--- src/rtl/transport_scheduler.sv ---
// -----------------------------------------------------------------------------
// transport_scheduler
//
// Purpose:
//    Arbitrates between a control-data requester and an audio requester for a
//    single transport command port, and independently issues send-packet
//    pulses once the transport has a full packet ready and the link is free.
//    Handshake stalls on either side set a sticky timeout flag.
//
// Parameters:
//    PACKET_SIZE   bytes per packet; send threshold on ts_ready_count
//    AU_WAIT_MAX   cycles a pending audio request may lose to control
//    BUSY_TIMEOUT  cycles to wait for ts_busy / ts_sending to rise
//
// Ports:
//    clk, reset                 clock; asynchronous active-high reset
//    cd_req/cd_data/cd_ack      control requester handshake (ack = 1-cycle pulse)
//    au_req/au_data/au_ack      audio requester handshake (ack = 1-cycle pulse)
//    ts_cmd/ts_data             transport command (00 idle, 01 ctrl, 10 audio)
//    ts_busy                    transport busy flag
//    ts_ready_count             bytes waiting in the transport ready FIFO
//    ts_sending                 transport packet-out active
//    link_ready                 downstream can take a packet
//    ts_send                    1-cycle send-packet pulse
//    err_timeout                sticky handshake-timeout flag
//    pkt_count                  packets sent (statistics build only)
//
// Build option:
//    TS_SCHED_STATS_EN  when defined, pkt_count counts completed packets;
//                       otherwise pkt_count is tied to zero.
//
// Timing: the grant decision is registered, so the ack pulse, ts_cmd and the
// new ts_data word are all visible together in the single A_ISSUE cycle.
// Likewise ts_send is visible exactly while the send FSM sits in S_PULSE.
// -----------------------------------------------------------------------------
module transport_scheduler #(
   parameter int PACKET_SIZE  = 16,
   parameter int AU_WAIT_MAX  = 8,
   parameter int BUSY_TIMEOUT = 7
) (
   input  logic        clk,
   input  logic        reset,
   input  logic        cd_req,
   input  logic [15:0] cd_data,
   output logic        cd_ack,
   input  logic        au_req,
   input  logic [15:0] au_data,
   output logic        au_ack,
   output logic [1:0]  ts_cmd,
   output logic [15:0] ts_data,
   input  logic        ts_busy,
   input  logic [10:0] ts_ready_count,
   input  logic        ts_sending,
   input  logic        link_ready,
   output logic        ts_send,
   output logic        err_timeout,
   output logic [15:0] pkt_count
);

   localparam int TW = (BUSY_TIMEOUT > 1) ? $clog2(BUSY_TIMEOUT) : 1;
   localparam int AW = $clog2(AU_WAIT_MAX + 1);

   localparam logic [TW-1:0] TO_LAST  = TW'(BUSY_TIMEOUT - 1);
   localparam logic [TW-1:0] TO_ONE   = TW'(1);
   localparam logic [TW-1:0] TO_ZERO  = TW'(0);
   localparam logic [AW-1:0] AU_MAX   = AW'(AU_WAIT_MAX);
   localparam logic [AW-1:0] AU_ONE   = AW'(1);
   localparam logic [AW-1:0] AU_ZERO  = AW'(0);
   localparam logic [10:0]   PKT_THR  = 11'(PACKET_SIZE);

   localparam logic [1:0] CMD_IDLE = 2'b00;
   localparam logic [1:0] CMD_CTRL = 2'b01;
   localparam logic [1:0] CMD_AUD  = 2'b10;

   typedef enum logic [1:0] {
      A_IDLE  = 2'd0,
      A_ISSUE = 2'd1,
      A_WAITB = 2'd2,
      A_WAITD = 2'd3
   } arb_state_e;

   typedef enum logic [1:0] {
      S_IDLE   = 2'd0,
      S_PULSE  = 2'd1,
      S_ACTIVE = 2'd2,
      S_DRAIN  = 2'd3
   } snd_state_e;

   arb_state_e    a_q, a_d;
   snd_state_e    s_q, s_d;
   logic [TW-1:0] a_cnt_q, a_cnt_d;
   logic [TW-1:0] s_cnt_q, s_cnt_d;
   logic [AW-1:0] au_wait_q, au_wait_d;
   logic          cd_ack_q, cd_ack_d;
   logic          au_ack_q, au_ack_d;
   logic [1:0]    ts_cmd_q, ts_cmd_d;
   logic [15:0]   ts_data_q, ts_data_d;
   logic          ts_send_q, ts_send_d;
   logic          err_q, err_d;
   logic          grant_au_s;
   logic          a_tmo_s;
   logic          s_tmo_s;

   // Arbiter next-state: grant decision, command issue and busy handshake
   always_comb begin
      a_d        = a_q;
      a_cnt_d    = a_cnt_q;
      cd_ack_d   = 1'b0;
      au_ack_d   = 1'b0;
      ts_cmd_d   = CMD_IDLE;
      ts_data_d  = ts_data_q;
      grant_au_s = 1'b0;
      a_tmo_s    = 1'b0;
      case (a_q)
         A_IDLE: begin
            // Control has priority unless audio has already waited its limit
            if (cd_req && !(au_req && (au_wait_q == AU_MAX))) begin
               cd_ack_d  = 1'b1;
               ts_cmd_d  = CMD_CTRL;
               ts_data_d = cd_data;
               a_d       = A_ISSUE;
            end else if (au_req) begin
               au_ack_d   = 1'b1;
               ts_cmd_d   = CMD_AUD;
               ts_data_d  = au_data;
               grant_au_s = 1'b1;
               a_d        = A_ISSUE;
            end else begin
               a_d = A_IDLE;
            end
         end
         A_ISSUE: begin
            a_d     = A_WAITB;
            a_cnt_d = TO_ZERO;
         end
         A_WAITB: begin
            if (ts_busy) begin
               a_d = A_WAITD;
            end else if (a_cnt_q == TO_LAST) begin
               a_d     = A_IDLE;
               a_tmo_s = 1'b1;
            end else begin
               a_cnt_d = a_cnt_q + TO_ONE;
            end
         end
         A_WAITD: begin
            if (!ts_busy) begin
               a_d = A_IDLE;
            end else begin
               a_d = A_WAITD;
            end
         end
         default: begin
            a_d = A_IDLE;
         end
      endcase
   end

   // Audio starvation counter: counts cycles audio is pending but not granted
   always_comb begin
      au_wait_d = au_wait_q;
      if (!au_req) begin
         au_wait_d = AU_ZERO;
      end else if (grant_au_s) begin
         au_wait_d = AU_ZERO;
      end else if (au_wait_q == AU_MAX) begin
         au_wait_d = AU_MAX;
      end else begin
         au_wait_d = au_wait_q + AU_ONE;
      end
   end

   // Send next-state: packet threshold check, send pulse and sending handshake
   always_comb begin
      s_d       = s_q;
      s_cnt_d   = s_cnt_q;
      ts_send_d = 1'b0;
      s_tmo_s   = 1'b0;
      case (s_q)
         S_IDLE: begin
            if (link_ready && (ts_ready_count >= PKT_THR) && !ts_sending) begin
               s_d       = S_PULSE;
               ts_send_d = 1'b1;
            end else begin
               s_d = S_IDLE;
            end
         end
         S_PULSE: begin
            s_d     = S_ACTIVE;
            s_cnt_d = TO_ZERO;
         end
         S_ACTIVE: begin
            if (ts_sending) begin
               s_d = S_DRAIN;
            end else if (s_cnt_q == TO_LAST) begin
               s_d     = S_IDLE;
               s_tmo_s = 1'b1;
            end else begin
               s_cnt_d = s_cnt_q + TO_ONE;
            end
         end
         S_DRAIN: begin
            if (!ts_sending) begin
               s_d = S_IDLE;
            end else begin
               s_d = S_DRAIN;
            end
         end
         default: begin
            s_d = S_IDLE;
         end
      endcase
   end

   // Timeout flag is sticky until reset
   always_comb begin
      err_d = err_q | a_tmo_s | s_tmo_s;
   end

   // State, counter and output registers
   always_ff @(posedge clk or posedge reset) begin
      if (reset) begin
         a_q       <= A_IDLE;
         s_q       <= S_IDLE;
         a_cnt_q   <= TO_ZERO;
         s_cnt_q   <= TO_ZERO;
         au_wait_q <= AU_ZERO;
         cd_ack_q  <= 1'b0;
         au_ack_q  <= 1'b0;
         ts_cmd_q  <= CMD_IDLE;
         ts_data_q <= 16'h0000;
         ts_send_q <= 1'b0;
         err_q     <= 1'b0;
      end else begin
         a_q       <= a_d;
         s_q       <= s_d;
         a_cnt_q   <= a_cnt_d;
         s_cnt_q   <= s_cnt_d;
         au_wait_q <= au_wait_d;
         cd_ack_q  <= cd_ack_d;
         au_ack_q  <= au_ack_d;
         ts_cmd_q  <= ts_cmd_d;
         ts_data_q <= ts_data_d;
         ts_send_q <= ts_send_d;
         err_q     <= err_d;
      end
   end

`ifdef TS_SCHED_STATS_EN
   logic        pkt_inc_s;
   logic [15:0] pkt_q;

   assign pkt_inc_s = (s_q == S_DRAIN) && !ts_sending;

   // Completed-packet counter, wraps naturally at 16 bits
   always_ff @(posedge clk or posedge reset) begin
      if (reset) begin
         pkt_q <= 16'h0000;
      end else if (pkt_inc_s) begin
         pkt_q <= pkt_q + 16'h0001;
      end else begin
         pkt_q <= pkt_q;
      end
   end

   assign pkt_count = pkt_q;
`else
   assign pkt_count = 16'h0000;
`endif

   assign cd_ack      = cd_ack_q;
   assign au_ack      = au_ack_q;
   assign ts_cmd      = ts_cmd_q;
   assign ts_data     = ts_data_q;
   assign ts_send     = ts_send_q;
   assign err_timeout = err_q;

endmodule

--- config.mk ---
export PLATFORM = sky130hd
export DESIGN_NAME = transport_scheduler
export DESIGN_NICKNAME = d
export VERILOG_FILES = /design/src/rtl/transport_scheduler.sv
export SDC_FILE = /design/constraint.sdc
export NUM_CORES = 1
export LEC_CHECK = 0
export ABC_AREA = 1
export BUFFER_PORTS_ARGS = -buffer_cell sky130_fd_sc_hd__buf_2
export CORE_MARGIN = 3
export CORE_UTILIZATION = 45
export DETAILED_ROUTE_END_ITERATION = 7
export GPL_ROUTABILITY_DRIVEN = 0
export PLACE_DENSITY_LB_ADDON = 0.2
export SETUP_SLACK_MARGIN = 0.2
export SLEW_MARGIN = 30
export SYNTH_ARGS = -nofsm -noshare
export SYNTH_HDL_FRONTEND = slang
export SYNTH_SLANG_ARGS = --single-unit
--- constraint.sdc ---
create_clock -name clk -period 1.4 [get_ports clk]
set_input_delay 0.14 -clock clk [delete_from_list [all_inputs] [get_ports clk]]
set_output_delay 0.14 -clock clk [all_outputs]
set_load 0.01 [all_outputs]
# ---- Yosys cells after proc, flatten, opt, wreduce, memory -nomap -nowiden
# Cells that the tools add are included.
dict set report totals {
  regBits 36
  inputBits 50
  out_inout_bits 38
  elab_cells 84
}
dict set report op_classes {
  add_sub_neg 3
  magnitude_cmp 1
  eq_ne 15
  mux 38
  n_bitwise 2
  reduce_logical 14
}
# op count
set ops {}
lappend ops {{$mux W16} 2}
lappend ops {{$mux W2} 9}
lappend ops {{$mux W1} 16}
lappend ops {{$pmux W2 S4} 2}
lappend ops {{$mux W3} 4}
lappend ops {{$mux W4} 3}
lappend ops {{$pmux W3 S2} 2}
lappend ops {{$ge A11 B5 Y1 const B} 1}
lappend ops {{$eq A2 B2 Y1 const B} 4}
lappend ops {{$ne A2 B2 Y1 const B} 4}
lappend ops {{$add A3 B1 Y3 const B} 2}
lappend ops {{$eq A3 B3 Y1 const B} 2}
lappend ops {{$ne A3 B3 Y1 const B} 2}
lappend ops {{$reduce_and A3 Y1} 2}
lappend ops {{$reduce_bool A2 Y1} 3}
lappend ops {{$add A4 B1 Y4 const B} 1}
lappend ops {{$eq A2 B1 Y1 const B} 2}
lappend ops {{$eq A4 B4 Y1 const B} 1}
lappend ops {{$logic_and A1 B1 Y1} 4}
lappend ops {{$logic_not A2 Y1} 2}
lappend ops {{$logic_not A1 Y1} 2}
lappend ops {{$or A1 B1 Y1} 2}
lappend ops {{$reduce_and A2 Y1} 1}

# ---- Logic depth before layout (Yosys ltp)
dict set report logic_depth {
  depth_word 8
  ltp_mapped 8
  mapped_depth_nobuf 8
}

# ---- Least setup slack after synthesis
# No wires, ideal clock.
dict set report synth_timing {
  kind {reg2reg}
  startpoint {reg au_wait_q[0]}
  endpoint {reg ts_data_q[12], in the netlist ts_data[12]}
  setup_ns 0.117
  arrival_time_ns 1.197
  required_time_ns 1.283
  setup_slack_ns 0.086
  stages_incl_launch_ff 9
  path_buffers 1
  synth_period_minus_slack_ns 1.314
  path_cell_list {dfrtp_1 > inv_1 > ha_1 > nand4_4 > nand2_4 > buf_6 > nand2_1 > nand3_1 > nand2_1}
}
dict set report synth_via {
  elab_chain_len 6
  word_cells_on_any_way 7
  classes_between {eq/ne (1); mux (1); reduce/logical (5)}
}
# element line_no
set synth_lines {}
lappend synth_lines {{from (decl)} 93} ;# logic [AW-1:0] au_wait_q, au_wait_d;
lappend synth_lines {{from (signal assigned)} 239} ;# au_wait_q <= au_wait_d;
lappend synth_lines {{$eq A4 B4 Y1 (*)} 117} ;# if (cd_req && !(au_req && (au_wait_q == AU_MAX))) begin
lappend synth_lines {{$logic_and A1 B1 Y1 (*)} 117}
lappend synth_lines {{$logic_not A1 Y1 (*)} 117}
lappend synth_lines {{$logic_and A1 B1 Y1 (*)} 117}
lappend synth_lines {{$reduce_bool A2 Y1 (no source line)} -}
lappend synth_lines {{$reduce_and A2 Y1 (no source line)} -}
lappend synth_lines {{to (signal assigned)} 243} ;# ts_data_q <= ts_data_d;
lappend synth_lines {{to (decl)} 97} ;# logic [15:0] ts_data_q, ts_data_d;
# Every way passes the cells marked *; elsewhere a longest branch is shown, timed or not.
# A chain may end at the register's enable or synchronous reset.

# ---- Final worst setup path
dict set report layout_timing {
  startpoint {reg au_wait_q[0]}
  endpoint {reg ts_data_q[1], in the netlist ts_data[1]}
}
# The elaborated chain is that of the path after synthesis.

==> flow_summary_export.csv <==
group,metric,value,unit
routing,drc,0,
critical_path,startpoint_type,"register",
yosys,avgSynthCellArea,7.68,um2
yosys,netlist_instances,256,
power,leakage,1.63,nW
sta,hold_viol,0,
power,netSwitchingPower,0.00163,W
critical_path,path_delay_family,"buffers and inverters",
floorplan,start_util,47.8,%
sta,rsz0062_at_grt,"yes",
grt,grt_usage,17.5,%
cts,cts_buffers,5,
routing,drt_iter0_drc,82,
critical_path,rrSetupSlack,0.05,ns
yosys,synth_enable_flop_cells,0,
critical_path,cpMaxStageDelayCell,"dfrtp_1",
yosys,yosys.area_share.adder,3.82,%
finish,nets,398,
floorplan,rows,23,
yosys,synth_ff_type,"dfrtp_1",
power,switching_share,38.4,%
finish,antennaDiodeCount,0,
power,p_per_area,1570,mW/mm2
yosys,synth.top_cell.area_share,43.3,%
sta,slew_viol_final,0,
yosys,synthTopCellsByCount,"nand2_1 (64), inv_1 (52), nand3_1 (40)",
yosys,async_flop_share,100,%
yosys,yosysMostFrequentCell,"nand2_1",
run_status,status,"finished clean",
yosys,yosysUniqueCellTypes,22,
min_path,hp-class,"in2reg",
grt,use_met2,29.3,%
critical_path,worstPathMaxFanout,8,
yosys,ys_ff_latch,34,
yosys,syn_area,0.00197,mm2
cts,tritoncts,"built",
critical_path,crit_arrival,1.58,ns
yosys,ys_warn_count,0,
grt,gr-total-overflow,0,
yosys,synth_area_leaders,"dfrtp_1 (43%), nand2_1 (12%), nand3_1 (10%), inv_1 (9.9%), buf_4 (7.6%)",
sta,finClkSkew,0.00958,ns
yosys,yosysSeqAreaShare,43.3,%
critical_path,crit_chain,"inv_2 > ha_4 > nand4_4 > buf_6 > buf_16 > nand3_1 > nand3_1 > nand2_1",
min_path,worstHoldStart,"ts_sending",
routing,wirelength,4770,um
floorplan,die_h,72.1,um
critical_path,crit_required,1.63,ns
floorplan,coreArea,0.00412,mm2
floorplan,pin_count,88,
cts,clkTransAtPathRegs,0.07,ns
yosys,synth_top_family_by_area,"simple AND/OR/NAND/NOR gates",
routing,vias_per_cell,4.74,
finish,drive_gt1_share,37.6,%
finish,finalNonFillerCells,393,
grt,gr-usage-met1,22.5,%
power,intPower,0.00262,W
job,max_cap_violations,0,
routing,wl_per_cell,12.1,um
cts,cts_root_buffer,"clkbuf_8",
routing,vias,1861,
finish,area_growth,38.1,%
placement,portBuffers,67,
power,total_power,0.00426,W
routing,ant_nets,0,
placement,dp_cells,369,
yosys,yosys.area_share.simple,28.4,%
power,power_frac_seq,37.8,%
cts,cts.htree.levels,2,
floorplan,die_w,72.1,um
yosys,yosys.area.top_type,"dfrtp_1",
critical_path,crit_top_cell,"nand3_1",
critical_path,reg2regPathDepth,8,
critical_path,critPathMaxStageDelay,0.39,ns
critical_path,rr_endpoint,"ts_data[1]$_DFFE_PP0P_",
grt,grt_busiest_layer,"met2",
placement,dp_hpwl,2990,um
sta,min_period,1.35,ns
min_path,min_to,"s_cnt_q[2]$_DFFE_PP0P_",
routing,first_pass_iters,5,
critical_path,r2r-start,"au_wait_q[0]$_DFF_PP0_",
yosys,synth_compound_area_share,2.61,%
critical_path,cp-end-kind,"register",
floorplan,die_area,0.00520,mm2
power,vdd_drop_max,905,uV
yosys,synth_mux_area_share,0.509,%
cts,worstSkewPairLatency,0.29,ns
sta,fmax,0.741,GHz
power,p_comb_share,41.3,%
cts,cts.sinks,34,
grt,grt_pass1_vias,1630,
sta,finalCritPeriodShare,96.4,%
min_path,min_path_cells,4,
critical_path,path_buf_inv,3,
grt,grt_max_degree,35,
grt,grt_pass1_wl,7250,um
critical_path,criticalPathCategory,"reg2reg",
sta,final-setup-viol-count,0,
grt,antenna_found_initial,0,
power,p_clk_share,20.9,%
cts,max-clock-path-buffers,2,
grt,use_met3,4.16,%
yosys,synth-xor-area-share,1.78,%
==> cell type report <==
class                   count  area (um2)
well taps                  50        62.6
multi-input cells         162         937
repair buffers             86         553
flip-flops and latches     34         851
clock buffers               5        68.8
fillers                   350        1400
inverters                  53         201
clock inverters             3        40.0
==> how the worst max path moves through the flow <==
stage,startpoint,to,slack (ns),cells past startpoint
floorplan,au_wait_q[0]$_DFF_PP0_,ts_data[12]$_DFFE_PP0P_,0.1,8
global placement,au_wait_q[0]$_DFF_PP0_,au_wait_q[3]$_DFF_PP0_,0.07,7
detailed placement,au_wait_q[0]$_DFF_PP0_,au_wait_q[3]$_DFF_PP0_,0.05,7
CTS,au_wait_q[1]$_DFF_PP0_,ts_data[1]$_DFFE_PP0P_,0.08,8
global route,au_wait_q[1]$_DFF_PP0_,au_wait_q[3]$_DFF_PP0_,-0.02,8
finish,au_wait_q[0]$_DFF_PP0_,ts_data[1]$_DFFE_PP0P_,0.05,8
==> cell families (layout without fill, tap and decap cells) <==
family | Yosys count | count (layout)
adders and majority gates | 6 | 6
and+or+nand+nor | 124 | 126
other | 1 | 16
AOI/OAI and AO/OA | 9 | 9
buffers and inverters | 77 | 147
xor gates and xnor gates | 4 | 4
DFF | 34 | 34
muxes | 1 | 1
==> metal layers <==
metal  up-vias  wire length [um]
met3         9               346
met1       852              1950
li1        920                 -
met4         0                63
met5         -                 0
met2        80              2410
==> sequential cells by signal (all words and copies together), names as in the netlist <==
signal and flops:
a_cnt_q 3, a_q 2, au_ack 1, au_wait_q 4
err_timeout 1, s_cnt_q 3, s_q 2, ts_cmd 1
ts_data 16, ts_send 1
==> timing repair <==
action | in CTS | in global routing
endpoints found under the hold margin | 34 | 0
resized for setup | 12 | 30
pin swaps | 12 | 23
hold buffers | 1 | 0
cloned | 3 | 1
setup endpoints to repair | 27 | 30
buffers inserted | 5 | 6
==> power by group through the flow <==
stage	Clock, W	Sequential, W	Combinational, W
2_1_floorplan	0	0.00171	0.000937
3_3_place_gp	0	0.00161	0.00147
3_5_place_dp	0	0.00161	0.00153
4_1_cts	0.000899	0.00160	0.00159
5_1_grt	0.000931	0.00167	0.00200
6_report	0.000889	0.00161	0.00176
==> worst reg2reg max path, delay by kind of cell (launching register included) <==
kind                     cells  cell delay (ns)
AND/OR/NAND/NOR              4             0.34
adder cells (fa/ha/maj)      1             0.15
buffers and inverters        3             0.41
flip-flops                   1             0.39
==> metrics by stage <==
step | setup slack (ns) | util, % | cell area, um2 | hold WS [ns] | setup TNS [ns]
final | 0.0509 | 65.9 | 2710 | 0.140 | 0
after global routing | -0.0193 | 65.9 | 2710 | 0.151 | -0.0716
after CTS | 0.0817 | 62.1 | 2550 | 0.144 | 0
after detailed placement | 0.0484 | 55.4 | 2280 | 0.264 | 0
after global placement | 0.0711 | 55.4 | 2280 | 0.257 | 0
after floorplan | 0.0989 | - | 2030 | 0.282 | 0
==> cells in the final DEF (no fill, tap or decap), types with 4 or more instances in the layout <==
master    netlist  routed
nor2_1         13      12
inv_2           1       6
buf_4          20      12
xor2_1          4       4
dfrtp_1        34      34
clkbuf_8        0       5
nand3_2         0      10
conb_1          1      16
nand3_1        40      29
nand2_1        64      56
nand2_2         0       7
buf_2           2      67
inv_1          52      46
Power figures use the tool's default switching activity.
